$ cat src/rtl/if_prefetch_queue.sv
// Instruction-fetch front end: owns the fetch PC, issues one outstanding
// imem request at a time and buffers returned words in a small FIFO.
module if_prefetch_queue #(
    parameter int          DEPTH    = 4,
    parameter logic [31:0] RESET_PC = 32'h0000_0000
) (
    input  logic                     CLK,
    input  logic                     Resetn,
    output logic                     imem_req,
    output logic [31:0]              imem_addr,
    input  logic                     imem_ack,
    input  logic [31:0]              imem_rdata,
    input  logic                     redirect,
    input  logic [31:0]              redirect_pc,
    input  logic                     stall,
    output logic                     if_valid,
    output logic [31:0]              if_pc,
    output logic [31:0]              if_instr,
    output logic [$clog2(DEPTH):0]   q_count
);

    localparam int AW = $clog2(DEPTH);
    localparam int CW = AW + 1;
    localparam logic [CW-1:0] FULL = CW'(DEPTH);

    typedef enum logic [1:0] {
        IDLE,
        WAIT,
        DROP
    } state_t;

    state_t          state_q;
    state_t          state_d;
    logic [31:0]     fetch_pc_q;
    logic [31:0]     fetch_pc_d;
    logic [31:0]     addr_q;
    logic [31:0]     addr_d;
    logic [AW-1:0]   rd_ptr_q;
    logic [AW-1:0]   wr_ptr_q;
    logic [CW-1:0]   count_q;
    logic [CW-1:0]   count_after_push;
    logic [31:0]     pc_mem    [DEPTH];
    logic [31:0]     instr_mem [DEPTH];
    logic            push;
    logic            pop;
    logic            flush;

    assign if_valid  = (count_q != '0);
    assign pop       = if_valid & ~stall & ~redirect;
    assign flush     = redirect;
    assign imem_req  = (state_q == WAIT) | (state_q == DROP);
    assign imem_addr = addr_q;
    assign if_pc     = pc_mem[rd_ptr_q];
    assign if_instr  = instr_mem[rd_ptr_q];
    assign q_count   = count_q;

    // Occupancy after this cycle's push, used to decide back-to-back issue.
    assign count_after_push = count_q + CW'(1) - {{(CW-1){1'b0}}, pop};

    // FSM register, fetch PC and request address.
    always_ff @(posedge CLK or negedge Resetn) begin
        if (!Resetn) begin
            state_q    <= IDLE;
            fetch_pc_q <= RESET_PC;
            addr_q     <= 32'h0;
        end else begin
            state_q    <= state_d;
            fetch_pc_q <= fetch_pc_d;
            addr_q     <= addr_d;
        end
    end

    // Next-state: issue, back-to-back refetch, and redirect handling.
    always_comb begin
        state_d    = state_q;
        fetch_pc_d = fetch_pc_q;
        addr_d     = addr_q;
        push       = 1'b0;
        unique case (state_q)
            IDLE: begin
                if (redirect) begin
                    fetch_pc_d = redirect_pc;
                end else if (count_q < FULL) begin
                    addr_d  = fetch_pc_q;
                    state_d = WAIT;
                end
            end
            WAIT: begin
                if (redirect) begin
                    fetch_pc_d = redirect_pc;
                    state_d    = imem_ack ? IDLE : DROP;
                end else if (imem_ack) begin
                    push       = 1'b1;
                    fetch_pc_d = addr_q + 32'd4;
                    if (count_after_push < FULL) begin
                        addr_d = addr_q + 32'd4;
                    end else begin
                        state_d = IDLE;
                    end
                end
            end
            DROP: begin
                // The stale response still has to be absorbed; a new
                // redirect only retargets where fetch resumes.
                if (redirect) begin
                    fetch_pc_d = redirect_pc;
                end
                if (imem_ack) begin
                    state_d = IDLE;
                end
            end
            default: begin
                state_d = IDLE;
            end
        endcase
    end

    // FIFO pointers and occupancy; a redirect flushes everything.
    always_ff @(posedge CLK or negedge Resetn) begin
        if (!Resetn) begin
            rd_ptr_q <= '0;
            wr_ptr_q <= '0;
            count_q  <= '0;
        end else if (flush) begin
            rd_ptr_q <= '0;
            wr_ptr_q <= '0;
            count_q  <= '0;
        end else begin
            if (push) begin
                wr_ptr_q <= wr_ptr_q + AW'(1);
            end
            if (pop) begin
                rd_ptr_q <= rd_ptr_q + AW'(1);
            end
            count_q <= count_q
                     + {{(CW-1){1'b0}}, push}
                     - {{(CW-1){1'b0}}, pop};
        end
    end

    // Entry storage; cleared on reset so the head reads as zero.
    always_ff @(posedge CLK or negedge Resetn) begin
        if (!Resetn) begin
            for (int i = 0; i < DEPTH; i++) begin
                pc_mem[i]    <= 32'h0;
                instr_mem[i] <= 32'h0;
            end
        end else if (push) begin
            pc_mem[wr_ptr_q]    <= addr_q;
            instr_mem[wr_ptr_q] <= imem_rdata;
        end
    end

endmodule

$ cat config.mk
export PLATFORM = sky130hd
export DESIGN_NAME = if_prefetch_queue
export DESIGN_NICKNAME = d
export VERILOG_FILES = /design/src/rtl/if_prefetch_queue.sv
export SDC_FILE = /design/constraint.sdc
export NUM_CORES = 1
export LEC_CHECK = 0
export CAP_MARGIN = 20
export CELL_PAD_IN_SITES_DETAIL_PLACEMENT = 0
export CELL_PAD_IN_SITES_GLOBAL_PLACEMENT = 2
export CORE_UTILIZATION = 39
export CTS_CLUSTER_DIAMETER = 150
export DETAILED_ROUTE_END_ITERATION = 12
export GPL_ROUTABILITY_DRIVEN = 1
export GPL_TIMING_DRIVEN = 0
export PLACE_DENSITY_LB_ADDON = 0.1
export SETUP_SLACK_MARGIN = 0.02
export SYNTH_ARGS = -nofsm -noshare
export SYNTH_HDL_FRONTEND = slang
export SYNTH_SLANG_ARGS = --single-unit
$ cat constraint.sdc
create_clock -name CLK -period 3.1 [get_ports CLK]
set_input_delay 0.465 -clock CLK [delete_from_list [all_inputs] [get_ports CLK]]
set_output_delay 0.465 -clock CLK [all_outputs]
set_load 0.005 [all_outputs]
==> results.cfg, run 1 <==
[drt]
postRouteAntennaNets = 0
first_pass_iters = 4
routed-via-count = 10376
viasPerCell = 5.41
drc = 0
avgRoutedWirePerCell_um = 22.0
drtIter0Drc = 508
wl_um = 42300

[cts]
clkLatencyLatePin_ps = 540
cts_tree = done
cts_buffers = 39
clock_path_buffers = 3
clockRootBuffer = clkbuf_16
clkTransAtPathRegs_ps = 60
htree_levels = 2
cts_sinks = 329

[synth]
yosys_most_used_dff = dfrtp_1
synthTopCellsByCount = 329 x dfrtp_1, 248 x mux2_2, 74 x nand2_1
synth_top_area_share = 0.535
ys_warn_count = 0
synth_edf_count = 0
synth_cell_types = 63
synth_top_area_cell = dfrtp_1
avgSynthCellArea_sq_um = 13.2
ys_async_sr_fraction = 1.00
syn_nets = 1242
synth-seq-area-share = 0.535
synthCells = 1162
ys_top_cells_by_area = dfrtp_1 54%, mux2_2 18%, mux4_2 9.4%
synth_area_sq_um = 15400
synth_most_common_cell = dfrtp_1
synth_seq_cells = 329

[die]
coreArea_sq_um = 38700
fp.dieW_um = 201
die_y_um = 201
dieArea_sq_um = 40200
start_util = 0.397
io-pin-count = 170
row_count = 72

[critical_path]
r2r_slack_ps = 220
cp_num_buf_inv = 3
reg2reg_from = state_q[1]$_DFFE_PN0P_
cp_data_arrival_time_ps = 2510
critPathMaxStageDelay_ps = 530
path_class = reg -> out
worst_ep_required_time_ps = 2630
end_kind = primary output
r2r_cells = 7
slowest_stage = mux4_2
critPathTopFamily = buffers and inverters
start_kind = flip-flop
crit_fanout = 9
path_cells = buf_1 -> buf_8 -> mux4_2 -> clkdlybuf4s50_1
r2r_end = imem_addr[8]$_DFFE_PN0P_

[status]
violations = negative hold slack
outcome = complete, but fails checks

[timing]
finalCritPeriodShare = 0.960
period_minus_slack_ps = 2980
fin_ws_ps = 125
finalSetupTns_ps = 0
drv_slew = 0
fin_skew_ps = 14.2
worst_pin_slew_ps = 1120
relSlewSlack = 0.243
holdWs_ps = -27.0
rsz0062_at_grt = yes
fmax_ghz = 0.336
finalHoldViolations = 18
finalSetupViolations = 0

[global_route]
grt_use_total = 0.214
grt_pass1_vias = 10869
grt_max_degree = 122
overflow = 0
grt_pass1_wl_um = 66300
antenna_found_initial = 0

[final_layout]
syn_to_final_growth_pct = 24.3
post_route_cells_drive_above_1_share = 0.304
diodes = 0
final_util = 0.494
final_nets = 1457
final_cells = 1919

[min_path]
hp-class = in -> async

[job]
cap_violations = 0

[power_and_ir_drop]
ir_worst_vdd_v = 0.000450
p_leak_nw = 8.37
power_density_nw_per_um2 = 998

[placement]
dp.cells = 1854
place_congestion = 0.771
hpwl_um = 28900
port_buffers = 168
dp_slack_ps = -313
==> cells in the final DEF (no fill, tap or decap), types with 13 or more instances in the layout <==
cell type	Yosys	final
xnor2_1	13	13
clkbuf_16	0	41
nor2_1	43	41
o21ai_0	35	35
clkbuf_1	71	64
o211ai_1	18	18
mux4_2	64	64
clkdlybuf4s50_1	0	167
xor2_1	19	19
nand2_1	74	74
dfrtp_1	329	329
nand3_1	44	44
mux2_2	248	248
o22ai_1	13	13
a21oi_1	36	35
==> sequential cells by signal, indices dropped and copies added (netlist names) <==
name / cells
imem_addr: 32
wr_ptr_q: 2
fetch_pc_q: 32
state_q: 2
q_count: 3
instr_mem: 128
pc_mem: 128
rd_ptr_q: 2
==> metal layers <==
metal | up-vias | routed length, um | global-route usage | part of all wire
met1 | 5422 | 20200 | 0.312 | 0.48
met4 | 0 | 637 | 0.0477 | 0.015
met3 | 51 | 1620 | 0.0297 | 0.038
met2 | 215 | 19900 | 0.340 | 0.47
met5 | - | 0 | 0 | 0
li1 | 4688 | - | - | -
==> power breakdown <==
group          internal (mW)  total (mW)  switching, mW
sequential              5.83        6.79          0.961
combinational           4.19        7.73           3.54
clock                   2.75        4.57           1.82
==> worst max path at each step <==
stage | start | end | slack, ps | depth (start not counted)
after detailed placement | imem_ack | instr_mem[95]$_DFFE_PN0P_ | -310 | 7
after global routing | rd_ptr_q[0]$_DFFE_PN0P_ | if_pc[26] | -5 | 4
final | rd_ptr_q[0]$_DFFE_PN0P_ | if_pc[12] | 120 | 4
after CTS | rd_ptr_q[0]$_DFFE_PN0P_ | if_instr[28] | 30 | 4
after global placement | Resetn | pc_mem[91]$_DFFE_PN0P_ | -13400 | 1
after floorplan | state_q[0]$_DFFE_PN0P_ | imem_addr[27]$_DFFE_PN0P_ | 660 | 9
==> worst register-to-register path, cell delays in order (launching register included) <==
cell and delay, ps:
dfrtp_1 430, inv_1 100, ha_1 260, clkbuf_1 500
clkinv_1 530, o21ai_2 660, a211oi_1 110, a21o_1 180
==> metrics by stage <==
stage               hold WS, ps  total power, mW  cell area, sq um
global route               34.7             20.3             19100
detailed placement          467             14.6             17800
global placement            457             14.5             17700
floorplan                   169             11.0             15400
CTS                        1.19             19.3             19100
finish                    -27.0             19.1             19100
==> cells by family (layout without fill, tap and decap cells) <==
logic type	after synthesis	count (layout)	share of synthesized area
mux	321	321	0.281
xor+xnor	32	32	0.0182
compound gates	144	144	0.0585
fa+ha+maj	11	11	0.00943
buf+inv	107	346	0.0279
simple gates	218	218	0.0698
flops	329	329	0.535
==> cell type report <==
type | instances | area [sq um]
Tap cell | 518 | 648
Inverter | 13 | 48.8
Clock buffer | 54 | 1150
Multi-Input combinational cell | 726 | 6740
Fill cell | 3513 | 19600
Buffer | 94 | 422
Timing Repair Buffer | 174 | 1780
Clock inverter | 11 | 111
Sequential cell | 329 | 8230
==> what timing repair did <==
| item | CTS | global route |
|---|---|---|
| pin swaps | 0 | 0 |
| setup endpoints to repair | 72 | 131 |
| setup buffers | 0 | 0 |
| gates resized for setup | 33 | 21 |
| hold buffers | 0 | 0 |
Note: power is estimated with default switching activity, not from simulation.
==> inputs of run 2 (changes only) <==
--- a/config.mk
+++ b/config.mk
@@ -5,6 +5,7 @@
 export SDC_FILE = /design/constraint.sdc
 export NUM_CORES = 1
 export LEC_CHECK = 0
+export ABC_CLOCK_PERIOD_IN_PS = 3100
 export CAP_MARGIN = 20
 export CELL_PAD_IN_SITES_DETAIL_PLACEMENT = 0
 export CELL_PAD_IN_SITES_GLOBAL_PLACEMENT = 2
@@ -15,6 +16,7 @@
 export GPL_TIMING_DRIVEN = 0
 export PLACE_DENSITY_LB_ADDON = 0.1
 export SETUP_SLACK_MARGIN = 0.02
+export SKIP_LAST_GASP = 1
 export SYNTH_ARGS = -nofsm -noshare
 export SYNTH_HDL_FRONTEND = slang
 export SYNTH_SLANG_ARGS = --single-unit
==> results of run 2 <==
Final layout, timing and power as in run 1 (identical DEF).
==> inputs of run 3 (changes only) <==
--- a/config.mk
+++ b/config.mk
@@ -14,6 +14,7 @@
 export DETAILED_ROUTE_END_ITERATION = 12
 export GPL_ROUTABILITY_DRIVEN = 1
 export GPL_TIMING_DRIVEN = 0
+export HOLD_SLACK_MARGIN = 0.05
 export PLACE_DENSITY_LB_ADDON = 0.1
 export SETUP_SLACK_MARGIN = 0.02
 export SKIP_LAST_GASP = 1
==> results.cfg, run 3 (synthesis results as in run 1) <==
[cts]
clock_path_buffers = 3
clkTransAtPathRegs_ps = 60
cts_sinks = 329
clkLatencyLatePin_ps = 530
cts_buffers = 39
clockRootBuffer = clkbuf_16
htree_levels = 2
cts_setup_buffers = 0
cts_tree = done

[timing]
finalHoldViolations = 0
finalSetupTns_ps = 0
period_minus_slack_ps = 2980
fin_skew_ps = 12.5
fmax_ghz = 0.336
relSlewSlack = 0.248
rsz0062_at_grt = yes
worst_pin_slew_ps = 1120
finalSetupViolations = 0
drv_slew = 0
fin_ws_ps = 122
finalCritPeriodShare = 0.961

[critical_path]
cp_data_arrival_time_ps = 2510
r2r_cells = 7
worst_ep_required_time_ps = 2630
path_depth = 4
start_kind = flip-flop
path_class = reg -> out
cp_num_buf_inv = 3
critPathMaxStageDelay_ps = 530
critPathTopFamily = buffers and inverters
crit_fanout = 9
end_kind = primary output
slowest_stage = mux4_2
path_cells = buf_1 -> buf_8 -> mux4_2 -> clkdlybuf4s50_1

[placement]
port_buffers = 168
dp.cells = 1854
dp_slack_ps = -313
hpwl_um = 28900
place_congestion = 0.771

[die]
fp.dieW_um = 201
dieArea_sq_um = 40200
die_y_um = 201
io-pin-count = 170
start_util = 0.397
coreArea_sq_um = 38700
row_count = 72

[global_route]
grt_pass1_vias = 10869
grt_use_total = 0.214
antenna_found_initial = 0
grt_pass1_wl_um = 66300
overflow = 0
grt_max_degree = 122

[final_layout]
final_cells = 1920
diodes = 0
final_nets = 1458
nFillCells = 3512
syn_to_final_growth_pct = 24.4
post_route_cells_drive_above_1_share = 0.304
final_common_cell = dfrtp_1
reg.largest.list = instr_mem: 128 flops, pc_mem: 128 flops
most-common-layout-cells = 329 x dfrtp_1, 248 x mux2_2, 167 x clkdlybuf4s50_1

[status]
outcome = finished clean

[min_path]
hold_path_depth = 2
hp-class = reg -> reg

[power_and_ir_drop]
p_total_mw = 19.1
ir_worst_vdd_v = 0.000450
power_density_nw_per_um2 = 997
p_leak_nw = 8.37

[job]
cap_violations = 0

[drt]
first_pass_iters = 4
wl_um = 42300
postRouteAntennaNets = 0
viasPerCell = 5.42
avgRoutedWirePerCell_um = 22.0
routed-via-count = 10411
drtIter0Drc = 492
drc = 0
==> run 3: worst paths after layout <==
kind                                             end                     from  slack, ps
setup / recovery                           if_pc[12]  rd_ptr_q[0]$_DFFE_PN0P_        120
hold / removal               pc_mem[118]$_DFFE_PN0P_  pc_mem[118]$_DFFE_PN0P_        480
setup reg to reg            imem_addr[7]$_DFFE_PN0P_   state_q[1]$_DFFE_PN0P_        210
hold reg to reg              pc_mem[118]$_DFFE_PN0P_  pc_mem[118]$_DFFE_PN0P_        480
max in group asynchronous     pc_mem[18]$_DFFE_PN0P_                   Resetn       1450
min in group asynchronous  instr_mem[82]$_DFFE_PN0P_                   Resetn        560
==> run 3: timing repair <==
item                                   CTS  global route
cloned                                   0             0
hold buffers                             1             0
setup endpoints to repair               72           131
gates resized for setup                 33            21
endpoints found under the hold margin   71             0
==> run 3: per-layer routing <==
metal,GRT usage,vias up,part of all wire
li1,-,4691,-
met1,0.312,5464,0.48
met2,0.340,203,0.47
met3,0.0297,53,0.035
met4,0.0477,0,0.015
met5,0,-,0
==> run 3: metrics by stage <==
step | cell area (sq um) | utilization | hold WS, ps
after detailed placement | 17800 | 0.460 | 467
after floorplan | 15400 | - | 169
after CTS | 19100 | 0.494 | 481
after global routing | 19100 | 0.494 | 493
after global placement | 17700 | 0.457 | 457
final | 19100 | 0.494 | 479
==> run 3: area by class of cell <==
cell class | count | area [sq um] | area share
clock buffer | 54 | 1150 | 0.0603
multi-input combinational | 726 | 6740 | 0.352
buffer | 94 | 422 | 0.0220
inverter | 13 | 48.8 | 0.00255
tap | 518 | 648 | 0.0339
timing repair buffer | 175 | 1790 | 0.0934
clock inverter | 11 | 111 | 0.00582
sequential | 329 | 8230 | 0.430
==> run 3: worst register-to-register path: stages (launching register included) <==
cell and delay [ps]:
dfrtp_1 430, inv_1 100, ha_1 260, clkbuf_1 500, clkinv_1 530, o21ai_2 660
a211oi_1 120, a21o_1 190
==> run 3: power by group <==
group | internal (mW) | switching (mW)
clock | 2.75 | 1.81
combinational | 4.19 | 3.55
sequential | 5.83 | 0.959
total | 12.8 | 6.32
==> edit 1 (settings of run 3) <==
Encoding of `state_t`: now one-hot (3 bits for 3 states).
--- a/src/rtl/if_prefetch_queue.sv
+++ b/src/rtl/if_prefetch_queue.sv
@@ -23,10 +23,10 @@
     localparam int CW = AW + 1;
     localparam logic [CW-1:0] FULL = CW'(DEPTH);
 
-    typedef enum logic [1:0] {
-        IDLE,
-        WAIT,
-        DROP
+    typedef enum logic [2:0] {
+        IDLE = 3'b001,
+        WAIT = 3'b010,
+        DROP = 3'b100
     } state_t;
 
     state_t          state_q;
Formal check against the unedited RTL: no difference found for any inputs over 4 cycles, from zero or initial values and one cycle with Resetn low; so few cycles prove little.
==> edit 1 against run 3 <==
Sequential cell count grew 1; synthesized area decreased by 0.53%; sequential share of layout area increased by 0.48 points; first-iteration DRC count decreased by 15%; non-clock buffer count shrank 2; setup slack better by 16 ps; routed wire length decreased by 2.2%; total power decreased by 16%; cell area decreased by 0.80%; sequential power is 14% lower.
==> edit 1: results (changes against run 3) <==
\begin{tabular}{lr}
\hline
Metric & Value \\
\hline
\multicolumn{2}{l}{\textbf{Outcome}} \\
Run status & completed (unchanged) \\
\multicolumn{2}{l}{\textbf{Worst setup path}} \\
Max stage delay on crit path & 560 ps (was 530 ps) \\
Endpoint arrival time on the critical path & 2500 ps (was 2510 ps) \\
End point of the critical path & if\_instr[22] (was if\_pc[12]) \\
Number of cells traversed by the worst register-to-register path & 13 (was 7) \\
\multicolumn{2}{l}{\textbf{Final layout}} \\
Layout net count & 1451 (was 1458) \\
Area taken by multi-input logic gates & 6580 sq um (was 6740 sq um) \\
Non-clk bufs & 267 (was 269) \\
Fraction of area in registers & 0.435 (was 0.430) \\
Fraction of layout instances using a drive strength above 1 & 0.296 (was 0.304) \\
Multi-Input Combinational & 721 (was 726) \\
Layout clock buffers & 56 (was 54) \\
\multicolumn{2}{l}{\textbf{CTS}} \\
Post-CTS sizing & 18 (was 33) \\
\multicolumn{2}{l}{\textbf{Pwr}} \\
Peak ir drop on the vdd network & 0.429 mV (was 0.450 mV) \\
\multicolumn{2}{l}{\textbf{Worst hold path}} \\
Worst hold path type & input pin to asynchronous set/reset pin (was flip-flop to flip-flop) \\
\multicolumn{2}{l}{\textbf{Route}} \\
Number of detailed-route iterations in the first pass & 7 (was 4) \\
Routed wire per std cell & 21.6 um (was 22.0 um) \\
Initial drt markers & 419 (was 492) \\
Via total after detailed routing & 10300 (was 10400) \\
\multicolumn{2}{l}{\textbf{STA}} \\
Final Skew & 9.19 ps (was 12.5 ps) \\
Final min period & 2960 ps (was 2980 ps) \\
Slew margin rel. & 0.445 (was 0.248) \\
\multicolumn{2}{l}{\textbf{Synth}} \\
Cell types with the largest area share after synthesis & sky130\_fd\_sc\_hd\_\_dfrtp\_1 (54\%), sky130\_fd\_sc\_hd\_\_mux2\_2 (17\%), sky130\_fd\_sc\_hd\_\_mux4\_2 (9.4\%) (was sky130\_fd\_sc\_hd\_\_dfrtp\_1 (54\%), sky130\_fd\_sc\_hd\_\_mux2\_2 (18\%), sky130\_fd\_sc\_hd\_\_mux4\_2 (9.4\%)) \\
Seq/Total Area, Yosys & 0.540 (was 0.535) \\
Flip-flop and latch count after synthesis & 330 (was 329) \\
\multicolumn{2}{l}{\textbf{Placed design}} \\
IO buf count & 169 (was 168) \\
\hline
\end{tabular}
## edit 1: cell types whose count changed in the layout (fill, tap and decap cells not counted), moves of 13 or more
cell | run 3 | this run
sky130_fd_sc_hd__buf_2 | 11 | 34
sky130_fd_sc_hd__clkbuf_1 | 64 | 51
sky130_fd_sc_hd__mux2_2 | 248 | 231
sky130_fd_sc_hd__nand2_1 | 74 | 101
sky130_fd_sc_hd__nand3_1 | 44 | 16
sky130_fd_sc_hd__o211ai_1 | 18 | 1
sky130_fd_sc_hd__o21ai_0 | 35 | 58
## edit 1: layer usage
metal  track usage  up-vias  share of wire  wire length [um]
li1              -     4687              -                 -
met1         0.296     5341           0.46             19200
met2         0.347      202           0.48             19800
met3        0.0289       54          0.039              1610
met4        0.0498        0          0.018               762
met5             0        -              0                 0
## edit 1: kinds of logic (layout without fill, tap and decap cells)
family	after synthesis	in the layout	share of synthesized area
AOI/OAI and AO/OA	165	165	0.0675
xor gates and xnor gates	30	30	0.0172
adders and majority gates	8	8	0.00703
buffers and inverters	110	349	0.0309
DFF	330	330	0.540
muxes	309	309	0.273
other	0	1	0
and+or+nand+nor	209	209	0.0644
## edit 1: per-stage QoR
| stage | cells | hold WS (ps) | setup WS, ps | cell area [sq um] |
|---|---|---|---|---|
| final | 1919 | 463 | 138 | 19000 |
| after global routing | 1918 | 495 | -36.3 | 19000 |
| after CTS | 1918 | 475 | -54.4 | 19000 |
| after detailed placement | 1851 | 422 | -201 | 17700 |
| after global placement | 1848 | 461 | -13410 | 17600 |
| after floorplan | 1161 | 169 | 669 | 15300 |
## edit 1: report_power, final
group	internal, mW	switching, mW
clock	2.55	1.79
sequential	5.21	0.614
combinational	3.01	2.80
==> edit 2 (settings of run 3) <==
Without the edit above. The parameter `DEPTH` goes from 4 to 16.
--- a/src/rtl/if_prefetch_queue.sv
+++ b/src/rtl/if_prefetch_queue.sv
@@ -1,7 +1,7 @@
 // Instruction-fetch front end: owns the fetch PC, issues one outstanding
 // imem request at a time and buffers returned words in a small FIFO.
 module if_prefetch_queue #(
-    parameter int          DEPTH    = 4,
+    parameter int          DEPTH    = 16,
     parameter logic [31:0] RESET_PC = 32'h0000_0000
 ) (
     input  logic                     CLK,
Ports: changed (resized q_count); port bits go from 170 to 172. No check against the original RTL was run, so the function may have changed too.
==> edit 2 against run 3 <==
The run now ends with negative setup slack left; cell area rose to 3.2 times the old value; sequential share of layout area up 2.1 points; clock skew grew 6.6 ps; sequential cell count up 774; synthesized area increased to 3.3 times the old value; total power rose to 2.5 times the old value; setup slack worse by 580 ps; routed wire length grew to 3.6 times the old value.
==> edit 2: results (changes against run 3) <==
\begin{tabular}{lr}
\hline
Metric & Value \\
\hline
\multicolumn{2}{l}{\textbf{Pwr}} \\
Peak ir drop on the vdd network & 0.658 mV (was 0.450 mV) \\
LEAKAGE & 28.4 nW (was 8.37 nW) \\
\multicolumn{2}{l}{\textbf{Route}} \\
Detail Route met2 WL & 74.5 mm (was 19.8 mm) \\
Routed wire per std cell & 27.8 um (was 22.0 um) \\
Wl on met1 & 68.6 mm (was 20.3 mm) \\
Initial drt markers & 1708 (was 492) \\
Via total after detailed routing & 30900 (was 10400) \\
Length of routed met3 wiring & 6.13 mm (was 1.49 mm) \\
\multicolumn{2}{l}{\textbf{Final layout}} \\
Fraction of layout instances using a drive strength above 1 & 0.495 (was 0.304) \\
Fillers & 11000 (was 3512) \\
Utilization after layout & 0.478 (was 0.494) \\
Layout net count & 3798 (was 1458) \\
\multicolumn{2}{l}{\textbf{Placed design}} \\
IO buf count & 170 (was 168) \\
\multicolumn{2}{l}{\textbf{STA}} \\
Final worst-path setup slack & -453 ps (was 122 ps) \\
Slew margin rel. & 0.211 (was 0.248) \\
Count of endpoints failing setup in the final report & 64 (was 0) \\
\multicolumn{2}{l}{\textbf{CTS}} \\
Latest clock arrival within the worst-skew pair & 750 ps (was 530 ps) \\
H-tree Lvls & 4 (was 2) \\
CTS buffer count & 130 (was 39) \\
\multicolumn{2}{l}{\textbf{Worst setup path}} \\
Largest delay contributor family on the critical path & multiplexers (was buffers and inverters) \\
Maximum fanout encountered on the critical timing path & 6 (was 9) \\
\multicolumn{2}{l}{\textbf{Global route}} \\
Via count of the first global-routing pass & 33700 (was 10900) \\
First-pass GRT wire length & 230 mm (was 66.3 mm) \\
Met3 routing resource usage after global routing & 0.0373 (was 0.0297) \\
Met2 usage & 0.391 (was 0.340) \\
Initial antenna violation count & 3 (was 0) \\
Global Route met1 Usage & 0.325 (was 0.312) \\
\multicolumn{2}{l}{\textbf{Worst hold path}} \\
Worst hold path type & input pin to flip-flop (was flip-flop to flip-flop) \\
\multicolumn{2}{l}{\textbf{Outcome}} \\
Run status & finished, violations left (was completed) \\
Violations in the final reports & negative setup slack \\
\multicolumn{2}{l}{\textbf{Synth}} \\
Ranking of synthesized cells by instance count & sky130\_fd\_sc\_hd\_\_dfrtp\_1 (1103), sky130\_fd\_sc\_hd\_\_mux2\_2 (976), sky130\_fd\_sc\_hd\_\_mux4\_2 (320), sky130\_fd\_sc\_hd\_\_clkbuf\_1 (162), sky130\_fd\_sc\_hd\_\_nand2\_1 (113) (was sky130\_fd\_sc\_hd\_\_dfrtp\_1 (329), sky130\_fd\_sc\_hd\_\_mux2\_2 (248), sky130\_fd\_sc\_hd\_\_nand2\_1 (74), sky130\_fd\_sc\_hd\_\_clkbuf\_1 (71), sky130\_fd\_sc\_hd\_\_mux4\_2 (64)) \\
Seq/Total Area, Yosys & 0.547 (was 0.535) \\
\hline
\end{tabular}
edit 2: cell types whose count changed in the layout (fill, tap and decap cells not counted), moves of 67 or more:
cell and change:
sky130_fd_sc_hd__dfrtp_1 +772, sky130_fd_sc_hd__mux2_2 +728, sky130_fd_sc_hd__mux4_2 +256, sky130_fd_sc_hd__clkbuf_16 +107, sky130_fd_sc_hd__buf_4 +83, sky130_fd_sc_hd__clkbuf_1 +79, sky130_fd_sc_hd__buf_2 +67
edit 2: stage by stage:
stage	hold slack, ps	total power, mW	setup WS [ps]	setup TNS (ps)	cells
finish	301	48.0	-453	-22390	5538
global route	292	50.2	-524	-27170	5537
CTS	254	48.1	-524	-58810	5512
detailed placement	390	30.8	-1280	-606950	5183
global placement	457	30.4	-46300	-	5164
floorplan	169	24.2	527	0	3265
edit 2: worst min-delay path: cells and delay by family:
kind | cells | cell delay (ps)
AO/OA/AOI/OAI | 1 | 80
AND/OR/NAND/NOR | 1 | 60
buffers and inverters | 1 | 400
edit 2: area by class of cell:
type,instances,share of cell area
multi-input cells,1836,0.352
clock buffers,195,0.0642
plain buffers,301,0.0337
well taps,1729,0.0354
clock inverters,34,0.00538
repair buffers,322,0.0565
diodes,1,0.0000409
flip-flops and latches,1103,0.452
inverters,17,0.00104
edit 2: timing repair:
action / 4_1_cts / 5_1_grt
gates resized for setup: 509 / 86
setup endpoints to repair: 645 / 733
pin swaps: 0 / 1
cloned: 5 / 5
hold endpoints to repair: 72 / 0
setup buffers: 95 / 31
hold buffers: 2 / 0
edit 2: where the power goes:
part           switching, mW  total, mW  internal (mW)
logic                   7.92       15.6           7.70
clock network           6.11       15.3           9.14
registers               1.22       17.1           15.9
total                   15.3       48.0           32.8
edit 2: kinds of logic (layout without fill, tap and decap cells):
group,count (synthesis),in the layout,synth area share
mux,1302,1302,0.362
flops,1103,1103,0.547
buf+inv,326,869,0.0277
simple gates,288,288,0.0280
compound gates,199,199,0.0259
xor+xnor,29,29,0.00518
fa+ha+maj,18,18,0.00461
other cells,0,1,0
edit 2: worst paths after layout:
kind,from,depth (start not counted),to
worst max register to register,state_q[1]$_DFFE_PN0P_,8,pc_mem[113]$_DFFE_PN0P_
max in group asynchronous,Resetn,6,instr_mem[299]$_DFFE_PN0P_
worst min register to register,pc_mem[27]$_DFFE_PN0P_,2,pc_mem[27]$_DFFE_PN0P_
min in group asynchronous,Resetn,3,fetch_pc_q[8]$_DFFE_PN0P_
worst max-delay path,rd_ptr_q[0]$_DFFE_PN0P_,8,if_instr[19]
worst min-delay path,redirect_pc[0],3,fetch_pc_q[0]$_DFFE_PN0P_
